`src/rtl/led_breathe_pkg.sv`:
```
// Shared definitions for the breathing-LED sequencer: phase encodings and widths.
package led_breathe_pkg;

  localparam int PHASE_W = 2;

  typedef enum logic [PHASE_W-1:0] {
    PH_UP      = 2'd0,
    PH_HOLD_HI = 2'd1,
    PH_DOWN    = 2'd2,
    PH_HOLD_LO = 2'd3
  } phase_e;

endpackage

```
`src/rtl/led_breathe_if.sv`:
```
// Bundle of the divider input, enable and LED/status outputs of the breathing-LED block.
interface led_breathe_if
  import led_breathe_pkg::*;
#(
  parameter int PWM_BITS = 8
) ();

  logic                tick_in;
  logic                enable;
  logic                led;
  logic [PWM_BITS-1:0] duty;
  phase_e              phase;

  modport master (
    output tick_in,
    output enable,
    input  led,
    input  duty,
    input  phase
  );

  modport slave (
    input  tick_in,
    input  enable,
    output led,
    output duty,
    output phase
  );

endinterface

```
`src/rtl/tick_edge.sv`:
```
// Rising-edge detector turning a slow level into a single-cycle pulse.
module tick_edge (
  input  logic clk,
  input  logic rst,
  input  logic level_in,
  output logic pulse_out
);

  logic level_prev_reg;

  // Reset also tracks the level, so a level already high at release gives no pulse.
  always_ff @(posedge clk) begin
    if (rst) begin
      level_prev_reg <= level_in;
    end else begin
      level_prev_reg <= level_in;
    end
  end

  assign pulse_out = level_in & ~level_prev_reg;

endmodule

```
`src/rtl/led_breathe.sv`:
```
// Breathing LED: divider ticks step an up/hold/down/hold duty sequencer driving a PWM output.
module led_breathe
  import led_breathe_pkg::*;
#(
  parameter int PWM_BITS   = 8,
  parameter int STEP       = 1,
  parameter int HOLD_TICKS = 16
) (
  input  logic         clk,
  input  logic         rst,
  led_breathe_if.slave bus
);

  localparam logic [PWM_BITS-1:0] MAXD      = '1;
  localparam logic [PWM_BITS:0]   MAXD_W    = {1'b0, MAXD};
  localparam logic [PWM_BITS:0]   STEP_W    = (PWM_BITS + 1)'(STEP);
  localparam int                  HOLD_W    = (HOLD_TICKS > 0) ? $clog2(HOLD_TICKS + 1) : 1;
  localparam logic [HOLD_W-1:0]   HOLD_LAST = HOLD_W'((HOLD_TICKS > 0) ? HOLD_TICKS - 1 : 0);
  localparam phase_e AFTER_UP   = (HOLD_TICKS > 0) ? PH_HOLD_HI : PH_DOWN;
  localparam phase_e AFTER_DOWN = (HOLD_TICKS > 0) ? PH_HOLD_LO : PH_UP;

  logic                tick;
  logic                advance;
  phase_e              phase_reg, phase_next;
  logic [PWM_BITS-1:0] duty_reg, duty_next;
  logic [HOLD_W-1:0]   hold_cnt_reg, hold_cnt_next;
  logic [PWM_BITS-1:0] pwm_cnt_reg;
  logic [PWM_BITS-1:0] duty_act_reg;
  logic                led_reg;
  logic [PWM_BITS:0]   duty_up;

  tick_edge u_tick_edge (
    .clk       (clk),
    .rst       (rst),
    .level_in  (bus.tick_in),
    .pulse_out (tick)
  );

  assign advance = tick & bus.enable;
  // One extra bit so the ramp saturates instead of wrapping past MAXD.
  assign duty_up = {1'b0, duty_reg} + STEP_W;

  always_comb begin
    phase_next    = phase_reg;
    duty_next     = duty_reg;
    hold_cnt_next = hold_cnt_reg;
    if (advance) begin
      case (phase_reg)
        PH_UP: begin
          if (duty_up >= MAXD_W) begin
            duty_next  = MAXD;
            phase_next = AFTER_UP;
          end else begin
            duty_next = duty_up[PWM_BITS-1:0];
          end
        end
        PH_HOLD_HI, PH_HOLD_LO: begin
          if (hold_cnt_reg == HOLD_LAST) begin
            hold_cnt_next = '0;
            phase_next    = (phase_reg == PH_HOLD_HI) ? PH_DOWN : PH_UP;
          end else begin
            hold_cnt_next = hold_cnt_reg + HOLD_W'(1);
          end
        end
        PH_DOWN: begin
          if ({1'b0, duty_reg} <= STEP_W) begin
            duty_next  = '0;
            phase_next = AFTER_DOWN;
          end else begin
            duty_next = duty_reg - STEP_W[PWM_BITS-1:0];
          end
        end
        default: begin
          phase_next = PH_UP;
        end
      endcase
    end
  end

  always_ff @(posedge clk) begin
    if (rst) begin
      phase_reg    <= PH_UP;
      duty_reg     <= '0;
      hold_cnt_reg <= '0;
    end else begin
      phase_reg    <= phase_next;
      duty_reg     <= duty_next;
      hold_cnt_reg <= hold_cnt_next;
    end
  end

  // PWM runs regardless of enable; the duty is only sampled at the period boundary.
  always_ff @(posedge clk) begin
    if (rst) begin
      pwm_cnt_reg  <= '0;
      duty_act_reg <= '0;
      led_reg      <= 1'b0;
    end else begin
      pwm_cnt_reg <= pwm_cnt_reg + PWM_BITS'(1);
      if (pwm_cnt_reg == MAXD) begin
        duty_act_reg <= duty_reg;
      end
      led_reg <= bus.enable & (pwm_cnt_reg < duty_act_reg);
    end
  end

  assign bus.led   = led_reg;
  assign bus.duty  = duty_reg;
  assign bus.phase = phase_reg;

endmodule

```
`src/flat_wrapper.sv`:
```
// flat-port wrapper written by rule: the top's interface ports become plain ports
module led_breathe_flat import led_breathe_pkg::*;
#(
  parameter int PWM_BITS   = 8,
  parameter int STEP       = 1,
  parameter int HOLD_TICKS = 16
)
  (clk, rst, bus_tick_in, bus_enable, bus_led, bus_duty, bus_phase);
  led_breathe_if #(.PWM_BITS(PWM_BITS)) bus_i ();
  input  logic clk;
  input  logic rst;
  input wire logic [$bits(bus_i.tick_in)-1:0] bus_tick_in;
  input wire logic [$bits(bus_i.enable)-1:0] bus_enable;
  output wire logic [$bits(bus_i.led)-1:0] bus_led;
  output wire logic [$bits(bus_i.duty)-1:0] bus_duty;
  output wire logic [$bits(bus_i.phase)-1:0] bus_phase;
  assign bus_i.tick_in = bus_tick_in;
  assign bus_i.enable = bus_enable;
  assign bus_led = bus_i.led;
  assign bus_duty = bus_i.duty;
  assign bus_phase = bus_i.phase;
  led_breathe #(.PWM_BITS(PWM_BITS), .STEP(STEP), .HOLD_TICKS(HOLD_TICKS)) u_core (.clk(clk), .rst(rst), .bus(bus_i));
endmodule
```
`config.mk`:
```
export PLATFORM = sky130hd
export DESIGN_NAME = led_breathe_flat
export DESIGN_NICKNAME = d
export VERILOG_FILES = /design/src/rtl/led_breathe_pkg.sv /design/src/rtl/led_breathe_if.sv /design/src/rtl/tick_edge.sv /design/src/rtl/led_breathe.sv /design/src/flat_wrapper.sv
export SDC_FILE = /design/constraint.sdc
export NUM_CORES = 1
export LEC_CHECK = 0
export ABC_AREA = 1
export BUFFER_PORTS_ARGS = -buffer_cell sky130_fd_sc_hd__buf_2
export CAP_MARGIN = 10
export CORE_MARGIN = 2
export CORE_UTILIZATION = 59
export DETAILED_ROUTE_END_ITERATION = 6
export GPL_TIMING_DRIVEN = 0
export PLACE_DENSITY = 0.78
export SYNTH_ARGS = -nofsm -noshare
export SYNTH_HDL_FRONTEND = slang
export SYNTH_HIERARCHICAL = 1
export SYNTH_SLANG_ARGS = --single-unit
```
`constraint.sdc`:
```
create_clock -name clk -period 1.8 [get_ports clk]
set_input_delay 0.09 -clock clk [delete_from_list [all_inputs] [get_ports clk]]
set_output_delay 0.09 -clock clk [all_outputs]
set_load 0.02 [all_outputs]
```
# Word level (Yosys, flattened, before mapping)
# Cells that the tools add are included.
# Widths: inputs -> output; s select.
# totals
wordCells	41
ff_bits	33
# op_classes
n_addsub	4
n_reduce_logical	6
n_eq_ne	8
magnitude_cmp	3
mux	9
bitwise	4
# op_table
op	count
$mux 8	2
$pmux 8 s2	1
$add 8x1->9 const B	1
$ge 9x8->1 const B	1
$add 8x1->8 const B	1
$eq 8x8->1 const B	1
$le 8x1->1 const B	1
$lt 8x8->1	1
$mux 2	4
$sub 8x1->8 const B	1
$ne 2x1->1 const B	3
$pmux 2 s3	1
$add 5x1->5 const B	1
$eq 5x4->1 const B	1
$mux 5	1
$eq 2x2->1 const B	2
$reduce_and 2->1	2
$reduce_and 4->1	1
$and 1x1->1	3
$eq 2x1->1 const B	1
$logic_not 2->1	1
$reduce_bool 2->1	1
$reduce_or 2->1	1
$not 1->1	1

# Logic depth before layout (Yosys ltp)
# Gate-level depths: netlist of the first run.
# logic_depth
ltp_word	4
depth_mapped	12

# Hierarchy
# Netlist of the first run, hierarchy kept.
# modules_own_cells
mod	n_inst	area_each_um2	cells_each	seq_area_each_um2
led_breathe	1	1954.4	273	640.6
tick_edge	1	30.0	3	20.0

# Worst setup path before layout of the first run
# No wires, ideal clock.
# synth_timing
path_type	register to register
startpoint	reg u_core.duty_reg[0] (netlist: u_core/bus.duty[0])
endpoint	reg u_core.phase_reg[0] (netlist: u_core/bus.phase[0])
n_path_buf	0
arrival_ps	1733
setup_slack_ps	-48
stages_incl_launch_ff	12
cell_sequence	dfxtp_1 > inv_1 > ha_1 > inv_1 > o21bai_1 > nand3_1 > nor2_1 > nand3_2 > nand3_2 > nand3_1 > nand2_1 > nor2_1
# synth_between
elab_chain_cells	4
word_cells_on_any_way	6
# synth_rtl
item	line	text
from (decl)	led_breathe.sv:25	logic [PWM_BITS-1:0] duty_reg, duty_next;
from (signal assigned)	led_breathe.sv:87	duty_reg <= duty_next;
$add 8x1->9	led_breathe.sv:41	assign duty_up = {1'b0, duty_reg} + STEP_W;
$ge 9x8->1	led_breathe.sv:50	if (duty_up >= MAXD_W) begin
$ne 2x1->1 (no line)	-	
$reduce_and 4->1 (no line) (*)	-	
to (signal assigned)	led_breathe.sv:86	phase_reg <= phase_next;
to (decl)	led_breathe.sv:24	phase_e phase_reg, phase_next;
# Every way passes the cells marked *; elsewhere a longest branch is shown, timed or not.
# A chain may end at the register's enable or synchronous reset.

# Final worst setup path of the first run
# Same ends and word-level chain as after synthesis.

==> results.py, run 1 <==
metrics = {
    "status": {
        "status": "finished clean",
    },
    "clock_tree": {
        "clockBufferDepth": 2,
        "cts_tree": "yes",
        "insertion_delay_ps": 330,
        "clock_sinks": 33,
        "path_clk_slew_ps": 110,
        "htree_num_levels": 2,
        "cts_inserted_buffers": 5,
        "cts_root_buf": "clkbuf_4",
    },
    "floorplan": {
        "placeableCoreArea_um2": 3280,
        "row_count": 21,
        "die-width_um": 62.0,
        "ios": 15,
        "start_util": 0.604,
        "die_h_um": 62.0,
        "die-area_um2": 3840,
    },
    "finish": {
        "syn_to_final_growth_pct": 14.1,
        "instances_no_fill": 347,
        "drive_above_1_share": 0.193,
        "postLayoutCoreUtil": 0.689,
        "n_fill_cell": 298,
        "nNetsFinal": 321,
        "diodes": 0,
        "fin_area_um2": 2260,
    },
    "sta": {
        "setup_ws_ps": 41.8,
        "max_freq_ghz": 0.569,
        "post-route-min-period_ps": 1760,
        "final_max_slew_viol_count": 0,
        "hold_ws_ps": 38.8,
        "tightestPinTransition_ps": 429,
        "relSlewSlack": 0.714,
        "period_share": 0.977,
        "finalHoldViolations": 0,
        "fin_worst_skew_ps": 5.21,
        "finalSetupViolations": 0,
    },
    "logic_synthesis": {
        "synthArstFlopShare": 0,
        "synthCells": 276,
        "synth_area_leaders": "dfxtp_1 33%, ha_1 11%, inv_1 7.2%",
        "yosysTopAreaCell": "dfxtp_1",
        "ys_warn_count": 6,
        "syn-num-nets": 297,
        "synth_edf_count": 0,
        "ys_seq_area_frac": 0.333,
        "synth-seq-cells": 33,
        "netlist_area_um2": 1980,
        "ys.flop_type": "dfxtp_1",
        "avgSynthCellArea_um2": 7.19,
        "yosysTopAreaCellShare": 0.333,
        "synth_cell_types": 33,
    },
    "grt": {
        "grt_busiest_layer": "met2",
        "antenna_found_initial": 0,
        "grt_pass1_wl_mm": 6.40,
        "groute.layer.met2.usage": 0.381,
        "track_usage": 0.229,
        "grt_overflow": 0,
        "use_met1": 0.283,
        "grt_max_degree": 11,
        "grtUsageMet3": 0.0518,
        "grt_pass1_vias": 1509,
    },
    "worst_setup_path": {
        "worst_ep_arrival_time_ps": 2000,
        "r2r_slack_ps": 40,
        "cp-endpoint": "u_core/bus.phase[0]",
        "rr_worst_depth": 11,
        "critical_path_class": "reg2reg",
        "cp-end-kind": "flop",
        "startpoint": "u_core/bus.duty[0]",
        "critPathLaunchType": "flop",
        "timing.rr.end": "u_core/bus.phase[0]",
        "rr_startpoint": "u_core/bus.duty[0]",
        "cp_data_required_time_ps": 2040,
        "crit_fanout": 6,
    },
    "route": {
        "wl_per_cell_um": 12.0,
        "drt_iter0_drc": 95,
        "route.detailed.drc": 0,
        "vias": 1823,
        "totalWireLength_mm": 4.17,
        "drt_pass1_iterations": 5,
        "ant_nets": 0,
        "via_per_inst": 5.25,
    },
    "place": {
        "place.gp.congestion": 0.954,
        "dp_cells": 335,
        "pre_cts_slack_ps": -61.9,
        "placed_area_um2": 2110,
        "dpl.hpwl_mm": 3.00,
        "place.port_buffers": 13,
    },
    "worst_hold_path": {
        "hold_path_class": "in2reg",
    },
    "pwr": {
        "ir_drop_uv": 477,
        "leakagePower_nw": 1.05,
        "power_density_nw_per_um2": 686,
    },
    "flow_run": {
        "cap_violations": 0,
    },
}
where the power goes:
part           internal [mW]  total, mW  switching [mW]
sequential             0.746      0.765          0.0194
clock                  0.332      0.589           0.257
combinational         0.0781      0.200           0.122
total                   1.16       1.55           0.398
final cells by class:
cell class / instances / area [um2] / share of cell area
multi-input cells: 194 / 1150 / 0.508
flip-flops and latches: 33 / 671 / 0.296
inverters: 42 / 160 / 0.0708
repair buffers: 17 / 95.1 / 0.0420
well taps: 46 / 57.6 / 0.0254
clock buffers: 7 / 55.1 / 0.0243
plain buffers: 7 / 45.0 / 0.0199
clock inverters: 1 / 30.0 / 0.0133
worst max-delay path: stages (launching register included):
cell and delay (ps):
dfxtp_4 400, inv_2 70, ha_4 260, inv_1 50
o21bai_1 140, nand3_1 90, nor2_1 150, nand3_2 170
nand3_2 150, nand3_1 80, nand2_1 70, nor2_1 40
how the worst min path moves through the flow:
stage	start	end	slack, ps	cells after the start
floorplan	bus_tick_in	u_core/u_tick_edge/level_prev_reg	120	0
global placement	bus_tick_in	u_core/u_tick_edge/level_prev_reg	210	1
detailed placement	bus_tick_in	u_core/u_tick_edge/level_prev_reg	210	1
CTS	bus_enable	u_core/bus.led	20	3
global route	bus_enable	u_core/bus.led	60	3
finish	bus_enable	u_core/bus.led	40	3
cell families (layout without fill, tap and decap cells):
group                      after synthesis  after routing  synth area share
AOI/OAI and AO/OA                       64             64             0.173
xor gates and xnor gates                 7              7            0.0309
adders and majority gates               17             17             0.107
buffers and inverters                   49             74            0.0996
DFF                                     33             33             0.333
and+or+nand+nor                        106            106             0.257
per-layer routing:
layer | wire length, um | vias up | share of wire
met5 | 0 | - | 0
met4 | 32 | 0 | 0.0077
met3 | 229 | 6 | 0.055
met2 | 2010 | 58 | 0.48
met1 | 1900 | 803 | 0.46
li1 | - | 956 | -
cells in the mapped netlist, types with 6 or more instances:
library cell / n
inv_1: 38
nand2_1: 34
dfxtp_1: 33
nor2_1: 33
a21oi_1: 27
o21ai_0: 27
ha_1: 17
nand3_1: 16
xor2_1: 6
layout by cell type (no fill, tap or decap), types with 2 or more instances in the layout:
cell type | netlist | routed
clkbuf_2 | 0 | 2
clkbuf_4 | 0 | 5
nand2_1 | 34 | 34
nor2_4 | 1 | 2
o21ai_1 | 2 | 3
ha_1 | 17 | 16
clkbuf_1 | 3 | 3
dfxtp_4 | 0 | 2
o21ai_0 | 27 | 25
nand4_1 | 4 | 4
inv_2 | 4 | 5
dfxtp_1 | 33 | 29
a21oi_1 | 27 | 27
nand2_2 | 4 | 4
buf_2 | 2 | 15
nor2_1 | 33 | 32
buf_6 | 1 | 2
nor2_2 | 4 | 4
o21bai_1 | 2 | 2
xor2_1 | 6 | 6
nor3_1 | 2 | 2
nand3_2 | 4 | 4
nand3_1 | 16 | 16
inv_1 | 38 | 36
buf_4 | 1 | 2
dfxtp_2 | 0 | 2
repair_timing:
action | 4_1_cts | 5_1_grt
buffers inserted | 0 | 3
setup endpoints to repair | 6 | 11
hold buffers | 1 | 0
hold endpoints to repair | 1 | 0
pin swaps | 0 | 6
resized for setup | 3 | 14
through the flow:
stage / setup TNS [ps] / power (mW)
after floorplan: 0 / 0.922
final: 0 / 1.55
after global routing: -77.9 / 1.63
after detailed placement: -133 / 0.966
after global placement: -110 / 0.963
after CTS: 0 / 1.56
(Power assumes the default switching activity.)
==> inputs of run 2 (changes only) <==
--- a/config.mk
+++ b/config.mk
@@ -12,7 +12,7 @@
 export CORE_UTILIZATION = 59
 export DETAILED_ROUTE_END_ITERATION = 6
 export GPL_TIMING_DRIVEN = 0
-export PLACE_DENSITY = 0.78
+export PLACE_DENSITY_LB_ADDON = 0.2
 export SYNTH_ARGS = -nofsm -noshare
 export SYNTH_HDL_FRONTEND = slang
 export SYNTH_HIERARCHICAL = 1
==> run 2 against run 1 <==
Compared with the run above:
- critical path depth fell by 1
- worst setup slack gained 78 ps
- power shrank 0.69%
- via count fell by 0.60%
- critical endpoint is now u_core/bus.duty[2]
- cell area is 2.7% higher
- non-clock buffer count rose by 3
- utilization increased by 1.8 points
- register-to-register slack gained 80 ps
- largest cell class unchanged
==> results.py, run 2 (synthesized netlist as in run 1, its figures left out) <==
metrics = {
    "status": {
        "status": "finished clean",
    },
    "sta": {
        "hold_ws_ps": 68.1,
        "setup_ws_ps": 120,
        "finalHoldViolations": 0,
        "max_freq_ghz": 0.595,
        "setup_tns_ps": 0,
        "post-route-min-period_ps": 1680,
        "finalSetupViolations": 0,
        "fin_worst_skew_ps": 3.69,
        "tightestPinTransition_ps": 484,
        "final_max_slew_viol_count": 0,
        "relSlewSlack": 0.677,
        "period_share": 0.933,
    },
    "grt": {
        "grt_pass1_wl_mm": 6.75,
        "grt_max_degree": 11,
        "grt_overflow": 0,
        "track_usage": 0.238,
        "grt_pass1_vias": 1600,
        "antenna_found_initial": 0,
    },
    "pwr": {
        "p_seq_frac": 0.496,
        "leakagePower_nw": 1.06,
        "clockPowerShare": 0.370,
        "power_density_nw_per_um2": 664,
        "p_sw_frac": 0.248,
        "p_int_mw": 1.16,
        "p_comb_frac": 0.133,
        "power_switching_mw": 0.383,
        "ir_drop_uv": 432,
    },
    "worst_setup_path": {
        "cp_data_required_time_ps": 2070,
        "cp-end-kind": "flop",
        "cp_top_family": "simple AND/OR/NAND/NOR gates",
        "worst_path_max_delay_cell": "dfxtp_4",
        "critical_path_class": "reg2reg",
        "cpPeakStageDelay_ps": 400,
        "crit_fanout": 7,
        "critPathLaunchType": "flop",
        "crit_buf_inv": 2,
        "worst_ep_arrival_time_ps": 1950,
        "path_cells": "inv_4, ha_4, inv_2, o21bai_1, nand3_1, nor2_2, nand3_4, nand3b_1, nand2_1, a21oi_2",
    },
    "floorplan": {
        "start_util": 0.604,
        "die-area_um2": 3840,
        "die_h_um": 62.0,
        "row_count": 21,
        "ios": 15,
        "die-width_um": 62.0,
        "placeableCoreArea_um2": 3280,
    },
    "place": {
        "place.gp.congestion": 0.910,
        "place.port_buffers": 13,
        "dpl.hpwl_mm": 3.03,
        "dp_cells": 335,
        "pre_cts_slack_ps": -68.0,
    },
    "finish": {
        "layout_commonest_cell": "inv_1",
        "drive_above_1_share": 0.217,
        "syn_to_final_growth_pct": 17.1,
        "instances_no_fill": 350,
        "diodes": 0,
        "final_cell_mix": "35 x inv_1, 34 x nand2_1, 30 x nor2_1, 29 x dfxtp_1, 27 x a21oi_1",
        "nNetsFinal": 324,
    },
    "route": {
        "drt_pass1_iterations": 4,
        "ant_nets": 0,
        "totalWireLength_mm": 4.25,
        "wl_per_cell_um": 12.2,
        "via_per_inst": 5.18,
        "route.detailed.drc": 0,
        "drt_iter0_drc": 108,
        "vias": 1812,
    },
    "clock_tree": {
        "cts_tree": "yes",
        "clockBufferDepth": 2,
        "path_clk_slew_ps": 100,
        "htree_num_levels": 2,
        "insertion_delay_ps": 330,
        "cts_root_buf": "clkbuf_4",
        "clock_sinks": 33,
        "cts_inserted_buffers": 5,
    },
    "worst_hold_path": {
        "hold_path_class": "in2reg",
    },
    "flow_run": {
        "cap_violations": 0,
    },
}
## run 2: stage by stage
stage / util / power [mW] / instance area (um2)
3_3_place_gp: 0.642 / 0.963 / 2110
2_1_floorplan: - / 0.922 / 1990
6_report: 0.707 / 1.54 / 2320
3_5_place_dp: 0.642 / 0.968 / 2110
5_1_grt: 0.707 / 1.61 / 2320
4_1_cts: 0.678 / 1.54 / 2230
## run 2: final timing paths
check | from | end | slack (ps) | cells past startpoint
worst max register to register | u_core/bus.duty[1] | u_core/bus.duty[2] | 120 | 10
worst min-delay path | bus_enable | u_core/bus.led | 70 | 3
worst min register to register | u_core/pwm_cnt_reg[0] | u_core/pwm_cnt_reg[0] | 450 | 1
worst max-delay path | u_core/bus.duty[1] | u_core/bus.duty[2] | 120 | 10
## run 2: tightest hold or removal path, cell delays in order
cell and delay (ps):
buf_2 110, o2111ai_1 110, nor2_1 40
## run 2: layout make-up
class / count / area, um2
Multi-Input combinational cell: 194 / 1180
Fill cell: 294 / 961
Sequential cell: 33 / 671
Inverter: 42 / 163
Timing Repair Buffer: 20 / 120
Tap cell: 46 / 57.6
Clock buffer: 7 / 55.1
Buffer: 7 / 45.0
Clock inverter: 1 / 30.0
## run 2: repair_timing
item / in CTS / in global routing
cloned: 0 / 0
setup endpoints to repair: 3 / 12
setup buffers: 2 / 4
pin swaps: 2 / 9
resized for setup: 3 / 22
hold endpoints to repair: 1 / 0
hold buffers: 1 / 0
## run 2: layer usage
layer	vias to the layer above	GRT usage	share of wire
met5	-	0	0
met4	0	0.119	0.014
met3	6	0.0600	0.062
met2	43	0.362	0.46
met1	808	0.313	0.47
li1	955	-	-
## run 2: power by group through the flow
stage	clock, mW	sequential (mW)	combinational, mW
detailed placement	0	0.783	0.185
floorplan	0	0.792	0.130
finish	0.571	0.766	0.206
global route	0.610	0.769	0.233
global placement	0	0.783	0.180
CTS	0.582	0.765	0.192
==> inputs of run 3 (changes only) <==
--- a/config.mk
+++ b/config.mk
@@ -12,6 +12,7 @@
 export CORE_UTILIZATION = 59
 export DETAILED_ROUTE_END_ITERATION = 6
 export GPL_TIMING_DRIVEN = 0
+export MAX_ROUTING_LAYER = met4
 export PLACE_DENSITY_LB_ADDON = 0.2
 export SYNTH_ARGS = -nofsm -noshare
 export SYNTH_HDL_FRONTEND = slang
==> run 3 against run 2 <==
Compared with the run above:
- critical path depth down 2
- wire length up 0.52%
- fmax down 0.10%
- sequential power about the same
- worst setup slack worse by 1.7 ps
- die area unchanged
- via count up 1.2%
- worst hold slack worse by 1.7 ps
- register-to-register slack about the same
- non-clock buffer count unchanged
- first-iteration DRC count up 11%
- critical endpoint is now u_core/duty_act_reg[7]
- largest cell class unchanged
==> results.py, run 3 (synthesized netlist as in run 1, its figures left out) <==
metrics = {
    "pwr": {
        "p_sw_frac": 0.249,
        "p_int_mw": 1.16,
        "leakagePower_nw": 1.06,
        "finalPower_mw": 1.54,
        "power_switching_mw": 0.385,
        "ir_drop_uv": 434,
        "p_seq_frac": 0.496,
        "clockPowerShare": 0.371,
        "power_density_nw_per_um2": 665,
        "p_comb_frac": 0.133,
    },
    "place": {
        "place.gp.congestion": 0.926,
        "pre_cts_slack_ps": -68.0,
        "dpl.hpwl_mm": 3.03,
        "dp_cells": 335,
        "placed_area_um2": 2110,
        "place.port_buffers": 13,
    },
    "finish": {
        "diodes": 0,
        "n_fill_cell": 294,
        "syn_to_final_growth_pct": 17.1,
        "drive_above_1_share": 0.217,
        "final_cell_mix": "35 x inv_1, 34 x nand2_1, 30 x nor2_1, 29 x dfxtp_1, 27 x a21oi_1",
        "fin_area_um2": 2320,
        "multi_input_area_um2": 1180,
        "instances_no_fill": 350,
        "layout_commonest_cell": "inv_1",
        "postLayoutCoreUtil": 0.707,
        "nNetsFinal": 324,
        "ff_latch_area_um2": 671,
    },
    "floorplan": {
        "placeableCoreArea_um2": 3280,
        "die-width_um": 62.0,
        "row_count": 21,
        "die-area_um2": 3840,
        "die_h_um": 62.0,
        "start_util": 0.604,
        "ios": 15,
    },
    "sta": {
        "period_share": 0.934,
        "max_freq_ghz": 0.595,
        "setup_tns_ps": 0,
        "finalSetupViolations": 0,
        "finalHoldViolations": 0,
        "hold_ws_ps": 66.4,
        "setup_ws_ps": 118,
        "fin_worst_skew_ps": 3.76,
        "final_max_slew_viol_count": 0,
        "post-route-min-period_ps": 1680,
        "tightestPinTransition_ps": 484,
        "relSlewSlack": 0.677,
    },
    "route": {
        "route.detailed.drc": 0,
        "via_per_inst": 5.24,
        "ant_nets": 0,
        "totalWireLength_mm": 4.28,
        "vias": 1833,
        "drt_pass1_iterations": 4,
        "wl_per_cell_um": 12.2,
        "drt_iter0_drc": 120,
    },
    "status": {
        "status": "finished clean",
    },
    "clock_tree": {
        "clock_sinks": 33,
        "cts_tree": "yes",
        "htree_num_levels": 2,
        "cts_inserted_buffers": 5,
        "path_clk_slew_ps": 100,
        "insertion_delay_ps": 330,
        "cts_root_buf": "clkbuf_4",
        "clockBufferDepth": 2,
    },
    "worst_setup_path": {
        "crit_fanout": 10,
        "worst_ep_arrival_time_ps": 1950,
        "cp_data_required_time_ps": 2070,
        "critPathLaunchType": "flop",
        "critical_path_class": "reg2reg",
        "cp-end-kind": "flop",
    },
    "grt": {
        "grt_pass1_wl_mm": 6.76,
        "grt_overflow": 0,
        "track_usage": 0.245,
        "grt_pass1_vias": 1600,
        "grt_max_degree": 11,
        "antenna_found_initial": 0,
    },
    "flow_run": {
        "cap_violations": 0,
    },
    "worst_hold_path": {
        "hold_path_class": "in2reg",
    },
}
-- run 3: cell type report --
| type | count | area share |
|---|---|---|
| buffer | 7 | 0.0194 |
| inverter | 42 | 0.0700 |
| clock buffer | 7 | 0.0237 |
| sequential | 33 | 0.289 |
| multi-input combinational | 194 | 0.509 |
| tap | 46 | 0.0248 |
| timing repair buffer | 20 | 0.0517 |
| clock inverter | 1 | 0.0129 |
-- run 3: critical path: stages, from the launching register on --
cell	delay, ps
dfxtp_2	370
ha_1	180
nand2_1	100
nor2_4	130
nand3_2	120
nor3_4	320
buf_6	180
o21ai_0	80
a21oi_1	130
-- run 3: layer usage --
metal,vias up,wire length (um),GRT usage,part of all wire
li1,953,-,-,-
met1,817,1970,0.313,0.46
met2,56,1960,0.362,0.46
met3,7,282,0.0600,0.066
met4,0,68,0.119,0.016
met5,-,0,-,0
-- run 3: what timing repair did --
item / 4_1_cts / 5_1_grt
resized for setup: 3 / 22
setup buffers: 2 / 4
hold endpoints to repair: 1 / 0
hold buffers: 1 / 0
endpoints found under the setup margin: 3 / 12
pin swaps: 2 / 9
-- run 3: worst paths after layout --
check / slack, ps / from / to / cells after the start
max: 120 / u_core/pwm_cnt_reg[0] / u_core/duty_act_reg[7] / 8
min: 70 / bus_enable / u_core/bus.led / 3
max reg2reg: 120 / u_core/pwm_cnt_reg[0] / u_core/duty_act_reg[7] / 8
min reg2reg: 450 / u_core/pwm_cnt_reg[0] / u_core/pwm_cnt_reg[0] / 1
-- run 3: power groups by stage --
stage	registers [mW]	logic (mW)	clock network [mW]
final	0.766	0.205	0.573
after global routing	0.769	0.233	0.610
after CTS	0.765	0.192	0.582
after detailed placement	0.783	0.185	0
after global placement	0.783	0.180	0
after floorplan	0.792	0.130	0
